$ cat config.mk
export PLATFORM = sky130hd
export DESIGN_NAME = pc_fetch_ctrl_flat
export DESIGN_NICKNAME = d
export VERILOG_FILES = /design/src/rtl/pc_fetch_ctrl_if.sv /design/src/rtl/pc_fetch_ctrl.sv /design/src/flat_wrapper.sv
export SDC_FILE = /design/constraint.sdc
export NUM_CORES = 1
export LEC_CHECK = 0
export CAP_MARGIN = 30
export CORE_MARGIN = 3
export CORE_UTILIZATION = 48
export CTS_BUF_LIST = sky130_fd_sc_hd__clkbuf_4 sky130_fd_sc_hd__clkbuf_8 sky130_fd_sc_hd__clkbuf_16
export CTS_CLUSTER_DIAMETER = 200
export DETAILED_ROUTE_END_ITERATION = 6
export PLACE_DENSITY_LB_ADDON = 0.25
export SLEW_MARGIN = 20
export SYNTH_ARGS = -nofsm -noshare
export SYNTH_HDL_FRONTEND = slang
export SYNTH_SLANG_ARGS = --single-unit
$ cat constraint.sdc
create_clock -name clk -period 6.15 [get_ports clk]
set_input_delay 1.23 -clock clk [delete_from_list [all_inputs] [get_ports clk]]
set_output_delay 1.23 -clock clk [all_outputs]
set_load 0.01 [all_outputs]
$ cat src/rtl/pc_fetch_ctrl_if.sv
// Instruction-memory read bus between the fetch controller (master) and memory (slave).
interface pc_fetch_ctrl_if;
   logic        imem_req;
   logic [9:0]  imem_addr;
   logic        imem_ready;
   logic [31:0] imem_rdata;

   modport master (output imem_req, imem_addr, input imem_ready, imem_rdata);
   modport slave  (input imem_req, imem_addr, output imem_ready, imem_rdata);
endinterface

$ cat src/rtl/pc_fetch_ctrl.sv
// PC fetch controller: FETCH/DELIVER/ERROR sequencer with text-segment range checking.
// Define PC_FETCH_TRAP_EN to make ERROR a one-cycle trap to TRAP_PC instead of a terminal state.
module pc_fetch_ctrl #(
   parameter logic [31:0] RESET_PC  = 32'h00400000,
   parameter logic [31:0] TEXT_BASE = 32'h00400000,
   parameter logic [31:0] TEXT_LAST = 32'h00400FFF
`ifdef PC_FETCH_TRAP_EN
   ,parameter logic [31:0] TRAP_PC  = 32'h00400180
`endif
) (
   input  logic                  clk,
   input  logic                  rst,
   input  logic                  stall,
   input  logic                  redirect_valid,
   input  logic [31:0]           redirect_pc,
   pc_fetch_ctrl_if.master       imem,
   output logic                  inst_valid,
   output logic [31:0]           inst,
   output logic [31:0]           inst_pc,
   output logic [31:0]           pc,
   output logic                  invalid_pc,
   output logic [31:0]           bad_pc
);

   typedef enum logic [1:0] {FETCH, DELIVER, ERROR} state_t;

   state_t state;
   logic   pc_ok;

   assign pc_ok          = (pc >= TEXT_BASE) && (pc <= TEXT_LAST) && (pc[1:0] == 2'b00);
   assign imem.imem_req  = (state == FETCH) && pc_ok;
   assign imem.imem_addr = pc[11:2];

   always_ff @(posedge clk) begin
      if (rst) begin
         state      <= FETCH;
         pc         <= RESET_PC;
         inst       <= '0;
         inst_pc    <= '0;
         inst_valid <= 1'b0;
         invalid_pc <= 1'b0;
         bad_pc     <= '0;
      end else begin
         case (state)
            FETCH: begin
               // A taken redirect beats everything, including a same-cycle memory return.
               if (redirect_valid) begin
                  pc         <= redirect_pc;
                  inst_valid <= 1'b0;
               end else if (!pc_ok) begin
                  state      <= ERROR;
                  bad_pc     <= pc;
                  invalid_pc <= 1'b1;
               end else if (imem.imem_ready) begin
                  inst       <= imem.imem_rdata;
                  inst_pc    <= pc;
                  inst_valid <= 1'b1;
                  state      <= DELIVER;
               end
            end
            DELIVER: begin
               if (redirect_valid) begin
                  pc         <= redirect_pc;
                  inst_valid <= 1'b0;
                  state      <= FETCH;
               end else if (!stall) begin
                  pc         <= pc + 32'd4;
                  inst_valid <= 1'b0;
                  state      <= FETCH;
               end
            end
            ERROR: begin
               inst_valid <= 1'b0;
`ifdef PC_FETCH_TRAP_EN
               invalid_pc <= 1'b0;
               pc         <= TRAP_PC;
               state      <= FETCH;
`else
               invalid_pc <= 1'b1;
`endif
            end
            default: state <= FETCH;
         endcase
      end
   end

endmodule

$ cat src/flat_wrapper.sv
// flat-port wrapper written by rule: the top's interface ports become plain ports
module pc_fetch_ctrl_flat 
#(
   parameter logic [31:0] RESET_PC  = 32'h00400000,
   parameter logic [31:0] TEXT_BASE = 32'h00400000,
   parameter logic [31:0] TEXT_LAST = 32'h00400FFF

)
  (clk, rst, stall, redirect_valid, redirect_pc, inst_valid, inst, inst_pc, pc, invalid_pc, bad_pc, imem_imem_req, imem_imem_addr, imem_imem_ready, imem_imem_rdata);
  pc_fetch_ctrl_if imem_i ();
  input  logic clk;
  input  logic rst;
  input  logic stall;
  input  logic redirect_valid;
  input  logic [31:0] redirect_pc;
  output logic inst_valid;
  output logic [31:0] inst;
  output logic [31:0] inst_pc;
  output logic [31:0] pc;
  output logic invalid_pc;
  output logic [31:0] bad_pc;
  output wire logic [$bits(imem_i.imem_req)-1:0] imem_imem_req;
  output wire logic [$bits(imem_i.imem_addr)-1:0] imem_imem_addr;
  input wire logic [$bits(imem_i.imem_ready)-1:0] imem_imem_ready;
  input wire logic [$bits(imem_i.imem_rdata)-1:0] imem_imem_rdata;
  assign imem_imem_req = imem_i.imem_req;
  assign imem_imem_addr = imem_i.imem_addr;
  assign imem_i.imem_ready = imem_imem_ready;
  assign imem_i.imem_rdata = imem_imem_rdata;
  pc_fetch_ctrl #(.RESET_PC(RESET_PC), .TEXT_BASE(TEXT_BASE), .TEXT_LAST(TEXT_LAST)) u_core (.clk(clk), .rst(rst), .stall(stall), .redirect_valid(redirect_valid), .redirect_pc(redirect_pc), .imem(imem_i), .inst_valid(inst_valid), .inst(inst), .inst_pc(inst_pc), .pc(pc), .invalid_pc(invalid_pc), .bad_pc(bad_pc));
endmodule
**Word-level counts from Yosys, hierarchy flattened**

Index checks and enable logic that the tools add are counted.
Widths: inputs -> output; s select.

- Register bits: 132
- Output and inout bits: 141
- Logic and storage cells: 55

- Add/subtract/negate cells: 1
- Order comparisons: 2
- Equality and inequality tests: 9
- Multiplexer cells: 19
- Bitwise logic cells: 3
- Reduce and logical (&&, ||, !) cells: 14

Operator list:

| operator | count |
|---|---|
| $mux 32 | 3 |
| $pmux 32 s2 | 1 |
| $add 32x3->32 const B | 1 |
| $ge 32x23->1 const B | 1 |
| $le 32x23->1 const B | 1 |
| $reduce_and 4->1 | 3 |
| $mux 2 | 5 |
| $ne 3x3->1 const B | 3 |
| $reduce_and 3->1 | 3 |
| $mux 1 | 7 |
| $ne 2x2->1 const B | 3 |
| $pmux 2 s3 | 1 |
| $logic_not 2->1 | 2 |
| $reduce_bool 2->1 | 2 |
| $logic_and 1x1->1 | 3 |
| $ne 3x2->1 const B | 1 |
| $not 1->1 | 3 |
| $pmux 1 s3 | 1 |
| $reduce_bool 3->1 | 1 |
| $eq 2x1->1 const B | 1 |
| $eq 2x2->1 const B | 1 |
| $pmux 1 s2 | 1 |

**Logic depth before layout (Yosys ltp)**

Gate-level depths: netlist of run 1.

- Word-level depth: 6
- Depth in mapped cells: 11
- Gate-level depth less buffers: 7

**Worst setup path after synthesis of run 1**

No wires, ideal clock.

- Path kind: input to register
- From: input redirect_valid
- To: register u_core.inst[0]
- Library setup time: 0.132 ns
- Arrival: 2.640 ns
- Setup slack: 3.378 ns
- Stages on the path: 9
- Path buffers: 4
- Cells stage by stage: clkbuf_1 -> nor2b_1 -> clkbuf_1 -> nand2_1 -> or3_1 -> clkbuf_1 -> clkbuf_1 -> nand2_1 -> a21oi_1

- Word-level cells in the longest chain between the ends: 2

Ends and longest elaborated chain:

| what | line | text |
|---|---|---|
| from (decl) | flat_wrapper.sv:14 | `input logic redirect_valid;` |
| $not 1->1 (no line) | - |  |
| $reduce_and 4->1 (no line) | - |  |
| to (signal assigned) | pc_fetch_ctrl.sv:55 | `inst <= imem.imem_rdata;` |
| to (decl) | pc_fetch_ctrl.sv:18 | `output logic [31:0] inst,` |

No other way between the ends.
A chain may end at the register's enable or synchronous reset.

**Worst setup path in the final report of run 1**

- From: register u_core.pc[20]
- To: output imem_imem_req

- Word-level cells in the longest chain between the ends: 4
- Elaborated cells between the ends (all ways): 5
- Those cells by class: order compare: 2; reduce/logical: 3

Ends and longest elaborated chain:

| what | line | text |
|---|---|---|
| from (decl) | pc_fetch_ctrl.sv:20 | `output logic [31:0] pc,` |
| from (signal assigned) | pc_fetch_ctrl.sv:48 | `pc <= redirect_pc;` |
| from (signal assigned) | pc_fetch_ctrl.sv:63 | `pc <= redirect_pc;` |
| from (signal assigned) | pc_fetch_ctrl.sv:67 | `pc <= pc + 32'd4;` |
| $ge 32x23->1 / $le 32x23->1 (equally long branches) | pc_fetch_ctrl.sv:30 | `assign pc_ok = (pc >= TEXT_BASE) && (pc <= TEXT_LAST) && (pc[1:0] == 2'b00);` |
| $logic_and 1x1->1 (*) (2 in a row) | pc_fetch_ctrl.sv:30 |  |
| $logic_and 1x1->1 (*) | pc_fetch_ctrl.sv:31 | `assign imem.imem_req = (state == FETCH) && pc_ok;` |
| to (decl) | flat_wrapper.sv:22 | `output wire logic [$bits(imem_i.imem_req)-1:0] imem_imem_req;` |

Every way passes the cells marked *; elsewhere a longest branch is shown, timed or not.

==> flow_summary_export.csv, run 1 <==
group,metric,value,unit
run_status,outcome,"complete, no violations",
setup_path,worstSetupPathType,"register to output port",
die,die_w,115,um
power,clkPwrFrac,0.421,
sta,max_freq,0.273,GHz
yosys,syn-cell-area,0.00568,mm2
global_routing,grt_pass1_vias,5532,
yosys,ys_dominant_reg_cell,"dfxtp_1",
setup_path,ff2ff_path_depth,5,
layout,drive_gt1_frac,0.0624,
sta,fin_skew,0.00602,ns
cts,cts_resized,0,
placed_design,dp.cells,1008,
yosys,syn_nets,788,
sta,slew-limit-headroom,0.384,
power,power_density,305,mW/mm2
yosys,synth.most_common_cell,"nand2_1",
sta,rsz0062_at_grt,"false",
layout,nets,960,
setup_path,worst_ep_required_time,4.92,ns
sta,whs,0.447,ns
route,wirelength,18100,um
yosys,yosys_warnings,0,
sta,tns,0,ns
power,leakagePower,0.00293,uW
global_routing,grt_first_pass_wirelength,27900,um
yosys,synth.ff_latch_count,132,
cts,htreeDepth,4,
die,die_h,115,um
sta,worstMarginPinSlew,0.924,ns
global_routing,grt-ovfl-total,0,
global_routing,use_met3,0.0668,
layout,final_cells,1041,
route,routedWlPerCell,17.4,um
setup_path,startpoint_type,"register",
route,routed_via_density,5.70,
route,drc,0,
die,start_util,0.495,
global_routing,antenna_found_initial,0,
setup_path,cpMostUsedCell,"nor4_1",
setup_path,ff2ff_setup_slack,3.19,ns
setup_path,path_max_fanout,9,
power,vdd_drop_max,0.000197,V
yosys,ys_seq_area_frac,0.465,
die,pin_count,210,
cts,max-clock-path-buffers,2,
global_routing,gr-max-usage-layer,"met2",
die,rows,39,
placed_design,place.gp.congestion,0.944,
setup_path,max_stage_delay,0.60,ns
sta,hold_violations,0,
power,swShare,0.277,
cts,cts_setup_buffers,0,
placed_design,io_buffer_count,209,
cts,cts_tree,"built",
route,final_antenna_net_count,0,
power,p_int,1840,uW
job,drv_cap,0,
global_routing,met2_usage,0.407,
yosys,async_flop_share,0,
yosys,syn_inst,713,
cts,insertion_delay,0.42,ns
sta,period_share,0.596,
yosys,synth_cell_types,58,
cts,numCtsBuffers,17,
yosys,synth_area_leader_cell,"dfxtp_1",
route,drtPass1Iterations,5,
die,die-area,0.0132,mm2
yosys,synth_edf_count,0,
layout,area_delta_synth_final,46.9,%
power,switchingPower,705,uW
power,pwr-share-seq,0.397,
setup_path,path_cells,"nor4_1, nand2_1, nor4_1, clkdlybuf4s50_1",
worst_hold_path,hold_class,"register to register",
cts,root_buffer,"clkbuf_16",
global_routing,grt_max_degree,62,
global_routing,groute.usage.overall,0.267,
placed_design,dp_hpwl,12500,um
sta,period_minus_slack,3.67,ns
yosys,synth_top_area_frac,0.465,
sta,drv_slew,0,
route,drt-initial-drc-count,598,
setup_path,worstPathArrival,2.44,ns
yosys,synth.avg_cell_area,7.96,um2
worst_hold_path,hold_depth,2,
cts,clock-sinks,132,
route,vias,5931,
global_routing,globalRouteMet1Util,0.355,
cts,clk_pin_slew,0.06,ns
cts,cts-hold-fix-buffers,0,
layout,antenna_cells,0,
layout,finish.utilization,0.727,
power,p_total,2540,uW
yosys,synth.area.top_cells,"dfxtp_1, nand2_1, a21oi_1, clkbuf_1, nor2_1",
power,p_comb_frac,0.182,
setup_path,setup.worst_path.end_class,"output port",
sta,setup_viol,0,
yosys,synthTopCellsByCount,"nand2_1, dfxtp_1, a21oi_1",
die,core_area,0.0115,mm2
setup_path,slowest_stage,"clkdlybuf4s50_1",
==> metrics by stage <==
stage | setup WS (ns) | cell area, um2
floorplan | 3.38 | 5680
global placement | 2.31 | 7690
detailed placement | 2.24 | 7700
CTS | 2.47 | 8330
global route | 2.31 | 8340
finish | 2.48 | 8340
==> cell families after synthesis <==
| family | share of synthesized area |
|---|---|
| AOI/OAI and AO/OA | 0.170 |
| adders and majority gates | 0.0132 |
| buffers and inverters | 0.0613 |
| DFF | 0.465 |
| muxes | 0.0145 |
| and+or+nand+nor | 0.276 |
==> path summary, 6_finish.rpt <==
kind	start	end
max	u_core.pc[20]	imem_imem_req
min	u_core.inst[18]	u_core.inst[18]
max reg2reg	u_core.pc[14]	u_core.pc[28]
min reg2reg	u_core.inst[18]	u_core.inst[18]
==> power groups by stage <==
stage / Combinational (uW) / Clock (uW) / Sequential, uW
final: 462 / 1070 / 1010
after global routing: 498 / 1120 / 1020
after CTS: 459 / 1080 / 1000
after detailed placement: 453 / 0 / 1020
after global placement: 440 / 0 / 1020
after floorplan: 241 / 0 / 999
==> cell usage in the layout, fill, tap and decap left out, types with 13 or more instances in the layout <==
cell type	n
a21oi_1	99
and2_1	21
clkbuf_16	17
clkdlybuf4s50_1	208
dfxtp_1	132
nand2_1	188
nand3_1	13
nor2_1	36
nor4_1	17
o21ai_0	15
==> critical path, delay by kind of cell (launching register included) <==
| kind | cells | cell delay [ns] |
|---|---|---|
| AND/OR/NAND/NOR | 3 | 0.99 |
| flip-flops | 1 | 0.42 |
| buffers and inverters | 1 | 0.60 |
==> metal layers <==
metal | routed length, um | share of wire
met5 | 0 | 0
met4 | 556 | 0.031
met3 | 1720 | 0.095
met2 | 8320 | 0.46
met1 | 7480 | 0.41
==> sequential cells by signal (all words and copies together), names as in the netlist <==
signal,flops
u_core.state,2
u_core.inst_pc,32
u_core.inst_valid,1
u_core.pc,32
u_core.inst,32
u_core.invalid_pc,1
u_core.bad_pc,32
==> cell type report <==
cell class              count  area, um2
fillers                   916       3130
multi-input cells         509       2700
repair buffers            219       2160
flip-flops and latches    132       2640
clock inverters             8        120
clock buffers              24        515
inverters                   6       22.5
well taps                 143        179
Power figures use the tool's default switching activity.
==> run 2: changes to the inputs <==
Settings changed: CORE_UTILIZATION 48 to 40.
Clock period 6.15 ns to 3.15 ns, I/O delays scaled along.
==> run 2 against run 1 <==
Clock skew barely moved. Global-route usage down 3.9 points. Non-clock buffer count is 18 higher. Critical path depth unchanged. Cell count increased by 4.9%. Sequential share of layout area fell by 0.66 points. Final area rose by 2.1%. Worst setup slack worse by 2.4 ns. Via count decreased by 1.4%. Power is 96% higher. Count of clock-buffer cells in the layout decreased by 5.
==> flow_summary_export.csv, run 2 (same netlist as run 1, synthesis figures left out) <==
group,metric,value,unit
route,wl_met1,7560,um
sta,fin_skew,0.00648,ns
run_status,outcome,"complete, no violations",
placed_design,dp_hpwl,13100,um
layout,nets,978,
layout,drive_gt1_frac,0.0841,
job,drv_cap,0,
global_routing,groute.usage.overall,0.228,
route,routed.top_layer,"met4",
layout,fillCellCount,1142,
power,swShare,0.278,
sta,hold_violations,0,
setup_path,worst_ep_required_time,2.52,ns
power,clkPwrFrac,0.415,
sta,setup_viol,0,
setup_path,path_max_fanout,8,
sta,max_freq,0.331,GHz
die,start_util,0.419,
power,pwr-share-seq,0.383,
route,routed_via_density,5.36,
route,wl_met2,8540,um
sta,drv_slew,0,
cts,clk_pin_slew,0.06,ns
sta,period_minus_slack,3.02,ns
layout,antenna_cells,0,
cts,htreeDepth,4,
power,power_density,584,mW/mm2
setup_path,startpoint_type,"register",
setup_path,max_stage_delay,0.61,ns
layout,area_delta_synth_final,50.0,%
route,wirelength,18100,um
cts,clock-sinks,132,
sta,rsz0062_at_grt,"false",
cts,numCtsBuffers,17,
route,drt-initial-drc-count,562,
global_routing,grt_pass1_vias,5786,
cts,cts_tree,"built",
cts,root_buffer,"clkbuf_16",
placed_design,dpl-instance-area,0.00789,mm2
setup_path,ff2ff_setup_slack,0.58,ns
die,rows,42,
power,p_int,3590,uW
die,die-area,0.0157,mm2
route,drtPass1Iterations,6,
setup_path,worstPathArrival,2.39,ns
setup_path,setup.worst_path.end_class,"output port",
die,core_area,0.0136,mm2
setup_path,worstSetupPathType,"register to output port",
setup_path,path_cells,"nor4_1, nand2_2, nor4_1, clkdlybuf4s50_1",
route,final_antenna_net_count,0,
route,vias,5848,
global_routing,grt-ovfl-total,0,
sta,worstMarginPinSlew,0.770,ns
setup_path,slowest_stage,"clkdlybuf4s50_1",
placed_design,place.gp.congestion,0.928,
global_routing,grt_max_degree,73,
placed_design,io_buffer_count,209,
layout,layout_common_cells,"clkdlybuf4s50_1, nand2_1, dfxtp_1",
die,die_h,125,um
route,drc,0,
cts,max-clock-path-buffers,2,
layout,finalInstanceArea,0.00852,mm2
layout,final_common_cell,"clkdlybuf4s50_1",
sta,slew-limit-headroom,0.482,
power,vdd_drop_max,0.000463,V
cts,cts-hold-fix-buffers,0,
route,met3_wirelength,1630,um
sta,period_share,0.959,
power,leakagePower,0.00301,uW
worst_hold_path,hold_class,"register to register",
sta,tns,0,ns
power,switchingPower,1380,uW
die,die_w,125,um
cts,insertion_delay,0.41,ns
power,p_comb_frac,0.202,
route,routedWlPerCell,16.5,um
global_routing,antenna_found_initial,0,
global_routing,grt_first_pass_wirelength,29200,um
setup_path,cpMostUsedCell,"nor4_1",
die,pin_count,210,
-- run 2: cell count changes in the layout (fill, tap and decap cells not counted) --
cell        delta
clkinv_4       +3
clkbuf_8       -6
nand2_1        -1
clkbuf_4       +1
bufinv_16      +1
clkinvlp_4     +1
o22ai_1        -1
o22ai_2        +1
nand2_2        +1
a21oi_2        +1
buf_4         +18
a21oi_1        -1
-- run 2: final timing paths --
kind / depth (start not counted) / end / startpoint
worst max-delay path: 4 / imem_imem_req / u_core.pc[18]
worst min-delay path: 2 / u_core.inst_pc[9] / u_core.inst_pc[9]
worst max register to register: 5 / u_core.pc[24] / u_core.pc[15]
worst min register to register: 2 / u_core.inst_pc[9] / u_core.inst_pc[9]
-- run 2: per-stage QoR --
stage / instances / worst slack, ns / util / hold WS, ns / power, uW
final: 1092 / 0.129 / 0.628 / 0.450 / 4970
after global routing: 1092 / 0.0260 / 0.628 / 0.467 / 5180
after CTS: 1092 / 0.0625 / 0.628 / 0.452 / 5000
after detailed placement: 1060 / 0.487 / 0.582 / 0.443 / 2930
after global placement: 1060 / 0.587 / 0.582 / 0.438 / 2900
after floorplan: 713 / 0.953 / - / 0.473 / 2420
-- run 2: power by group through the flow --
stage	Combinational, uW	Clock [uW]	Sequential (uW)
2_1_floorplan	471	0	1950
3_3_place_gp	972	0	1930
3_5_place_dp	996	0	1940
4_1_cts	1000	2090	1900
5_1_grt	1090	2170	1920
6_report	1010	2060	1900
-- run 2: per-layer routing --
metal / up-vias / global-route usage
li1: 2833 / -
met1: 2692 / 0.290
met2: 292 / 0.374
met3: 31 / 0.0627
met4: 0 / 0.0823
met5: - / 0
-- run 2: what timing repair did --
item,in CTS,in global routing
buffers inserted,0,0
resized for setup,0,1
endpoints found under the setup margin,0,1
endpoints found under the hold margin,0,0
-- run 2: layout make-up --
class / count / area [um2] / area share
multi-input combinational: 509 / 2710 / 0.318
sequential: 132 / 2640 / 0.310
clock inverter: 13 / 184 / 0.0216
tap: 176 / 220 / 0.0258
clock buffer: 19 / 440 / 0.0517
timing repair buffer: 237 / 2300 / 0.270
inverter: 6 / 22.5 / 0.00264
-- run 2: worst max-delay path, delay by kind of cell, from the launching register on --
family,cells,cell delay (ns)
AND/OR/NAND/NOR,3,1.00
buffers and inverters,1,0.61
flip-flops,1,0.37
==> run 3: changes to the inputs <==
Settings changed: ABC_AREA from default to 1, CORE_UTILIZATION 40 to 46.
Clock period 3.15 ns to 2.9 ns, I/O delays scaled along.
==> run 3 against run 2 <==
Synthesized area is 10% higher. Cell count up 23%. Final area up 5.9%. Core utilization up 6.9 points. Synthesized cell count up 36%. Largest cell class unchanged. Clock power up 5%.
==> flow_summary_export.csv, run 3 <==
group,metric,value,unit
setup_path,worstPathArrival,2.09,ns
setup_path,path_max_fanout,8,
global_routing,grt-ovfl-total,0,
sta,setup_viol,0,
die,die-area,0.0150,mm2
setup_path,cp_num_buf_inv,2,
die,start_util,0.483,
layout,nets,1231,
cts,insertion_delay,0.41,ns
layout,antenna_cells,0,
global_routing,grt_max_degree,107,
yosys,synth.avg_cell_area,6.45,um2
die,die_w,123,um
placed_design,dpl-instance-area,0.00842,mm2
sta,rsz0062_at_grt,"false",
setup_path,worst_ep_required_time,2.32,ns
route,drtPass1Iterations,5,
route,final_antenna_net_count,0,
placed_design,io_buffer_count,209,
layout,finalInstanceArea,0.00902,mm2
setup_path,max_stage_delay,0.53,ns
layout,area_delta_synth_final,44.4,%
power,leakagePower,0.00375,uW
route,drt-initial-drc-count,582,
yosys,ys_seq_area_frac,0.423,
power,power_density,614,mW/mm2
layout,fillCellCount,1117,
yosys,yosys_warnings,0,
yosys,synthTopCellsByCount,"nor2_1, nand2_1, inv_1",
sta,tns,0,ns
global_routing,groute.usage.overall,0.240,
worst_hold_path,hold_class,"register to register",
yosys,synth.area.top_cells,"dfxtp_1, nor2_1, nand2_1, inv_1, o21ai_0",
route,routed_via_density,4.80,
cts,max-clock-path-buffers,2,
sta,period_minus_slack,2.67,ns
power,switchingPower,1610,uW
power,p_int,3930,uW
power,swShare,0.291,
yosys,ys_dominant_reg_cell,"dfxtp_1",
sta,hold_violations,0,
cts,cts_resized,0,
sta,drv_slew,0,
route,drc,0,
die,core_area,0.0129,mm2
job,drv_cap,0,
power,clkPwrFrac,0.391,
layout,layout_common_cells,"nor2_1, clkdlybuf4s50_1, nand2_1",
yosys,syn_nets,1043,
cts,cts_tree,"built",
placed_design,dp_hpwl,13000,um
die,rows,41,
cts,cts_setup_buffers,0,
global_routing,grt_pass1_vias,5694,
die,pin_count,210,
setup_path,cpMostUsedCell,"nor2_1",
cts,clock-sinks,132,
placed_design,post-place-ws,0.467,ns
power,vdd_drop_max,0.000328,V
yosys,synth_cell_types,31,
layout,final-seq-area,0.00264,mm2
cts,root_buffer,"clkbuf_16",
sta,slew-limit-headroom,0.612,
run_status,outcome,"complete, no violations",
setup_path,worst_path_dominant_cell_family,"simple AND/OR/NAND/NOR gates",
cts,htreeDepth,4,
setup_path,setup.worst_path.end_class,"output port",
route,wirelength,18200,um
global_routing,grt_first_pass_wirelength,28400,um
yosys,async_flop_share,0,
layout,drive_gt1_frac,0.0505,
sta,max_freq,0.375,GHz
sta,period_share,0.919,
setup_path,path_cells,"nor2_1, nand3_1, nor2_1, nand4_1, inv_1, clkdlybuf4s50_1",
cts,cts-hold-fix-buffers,0,
power,p_comb_frac,0.220,
route,vias,6436,
setup_path,worstSetupPathType,"register to output port",
cts,clk_pin_slew,0.06,ns
sta,worstMarginPinSlew,0.580,ns
route,routedWlPerCell,13.6,um
setup_path,slowest_stage,"clkdlybuf4s50_1",
yosys,synth_top_area_frac,0.423,
global_routing,antenna_found_initial,0,
cts,numCtsBuffers,17,
sta,fin_skew,0.00599,ns
yosys,syn_inst,968,
yosys,synth.ff_latch_count,132,
setup_path,startpoint_type,"register",
power,pwr-share-seq,0.389,
yosys,synth.most_common_cell,"nor2_1",
placed_design,place.gp.congestion,0.932,
die,die_h,123,um
yosys,syn-cell-area,0.00624,mm2
layout,multi_input_area,0.00278,mm2
layout,finish.utilization,0.698,
yosys,synth_edf_count,0,
yosys,synth_area_leader_cell,"dfxtp_1",
sta,timing.final.ws_setup,0.235,ns
==> run 3: changes by cell type after synthesis, moves of 17 or more <==
cell     before  now
a21oi_1      99   36
and2_1       21    0
o21ai_0      15   91
nand3_1      13   58
inv_1         6  148
nor4_1       17    0
nor2_1       36  209
==> run 3: cell type report <==
type	count	area share
Clock buffer	18	0.0487
Clock inverter	14	0.0176
Inverter	149	0.0620
Multi-Input combinational cell	633	0.308
Sequential cell	132	0.293
Tap cell	172	0.0239
Timing Repair Buffer	223	0.246
==> run 3: worst paths after layout <==
| kind | from | endpoint | slack [ns] | cells past startpoint |
|---|---|---|---|---|
| max | u_core.pc[12] | imem_imem_req | 0.23 | 6 |
| min | u_core.inst_pc[22] | u_core.inst_pc[22] | 0.45 | 2 |
| max reg2reg | u_core.state[0] | u_core.bad_pc[18] | 0.85 | 9 |
| min reg2reg | u_core.inst_pc[22] | u_core.inst_pc[22] | 0.45 | 2 |
==> run 3: power groups by stage <==
stage	registers, uW	clock network [uW]	logic, uW
6_report	2150	2170	1220
5_1_grt	2180	2290	1330
4_1_cts	2150	2210	1220
3_3_place_gp	2190	0	1200
2_1_floorplan	2210	0	587
3_5_place_dp	2190	0	1210
==> run 3: worst register-to-register path: stages (launching register included) <==
cell	delay (ns)
dfxtp_1	0.33
inv_1	0.11
ha_1	0.20
inv_1	0.10
nor2_1	0.24
nand2_2	0.30
inv_1	0.13
buf_4	0.35
nor2_1	0.11
nor2_1	0.12
==> run 3: cell families (layout without fill, tap and decap cells) <==
| kind of cell | after synthesis | after routing | synth area share |
|---|---|---|---|
| xor+xnor | 2 | 2 | 0.00281 |
| simple gates | 488 | 488 | 0.317 |
| buf+inv | 203 | 404 | 0.134 |
| fa+ha+maj | 6 | 6 | 0.0120 |
| compound gates | 137 | 137 | 0.111 |
| flops | 132 | 132 | 0.423 |
==> run 3: metal layers <==
metal | routed length [um] | track usage
met1 | 7990 | 0.305
met2 | 8430 | 0.396
met3 | 1460 | 0.0567
met4 | 297 | 0.0875
met5 | 0 | 0
==> run 3: stage by stage <==
stage	hold slack, ns	power (uW)	std cells
5_1_grt	0.468	5800	1341
6_report	0.452	5530	1341
4_1_cts	0.454	5580	1341
2_1_floorplan	0.474	2800	968
3_5_place_dp	0.445	3400	1309
3_3_place_gp	0.443	3390	1309
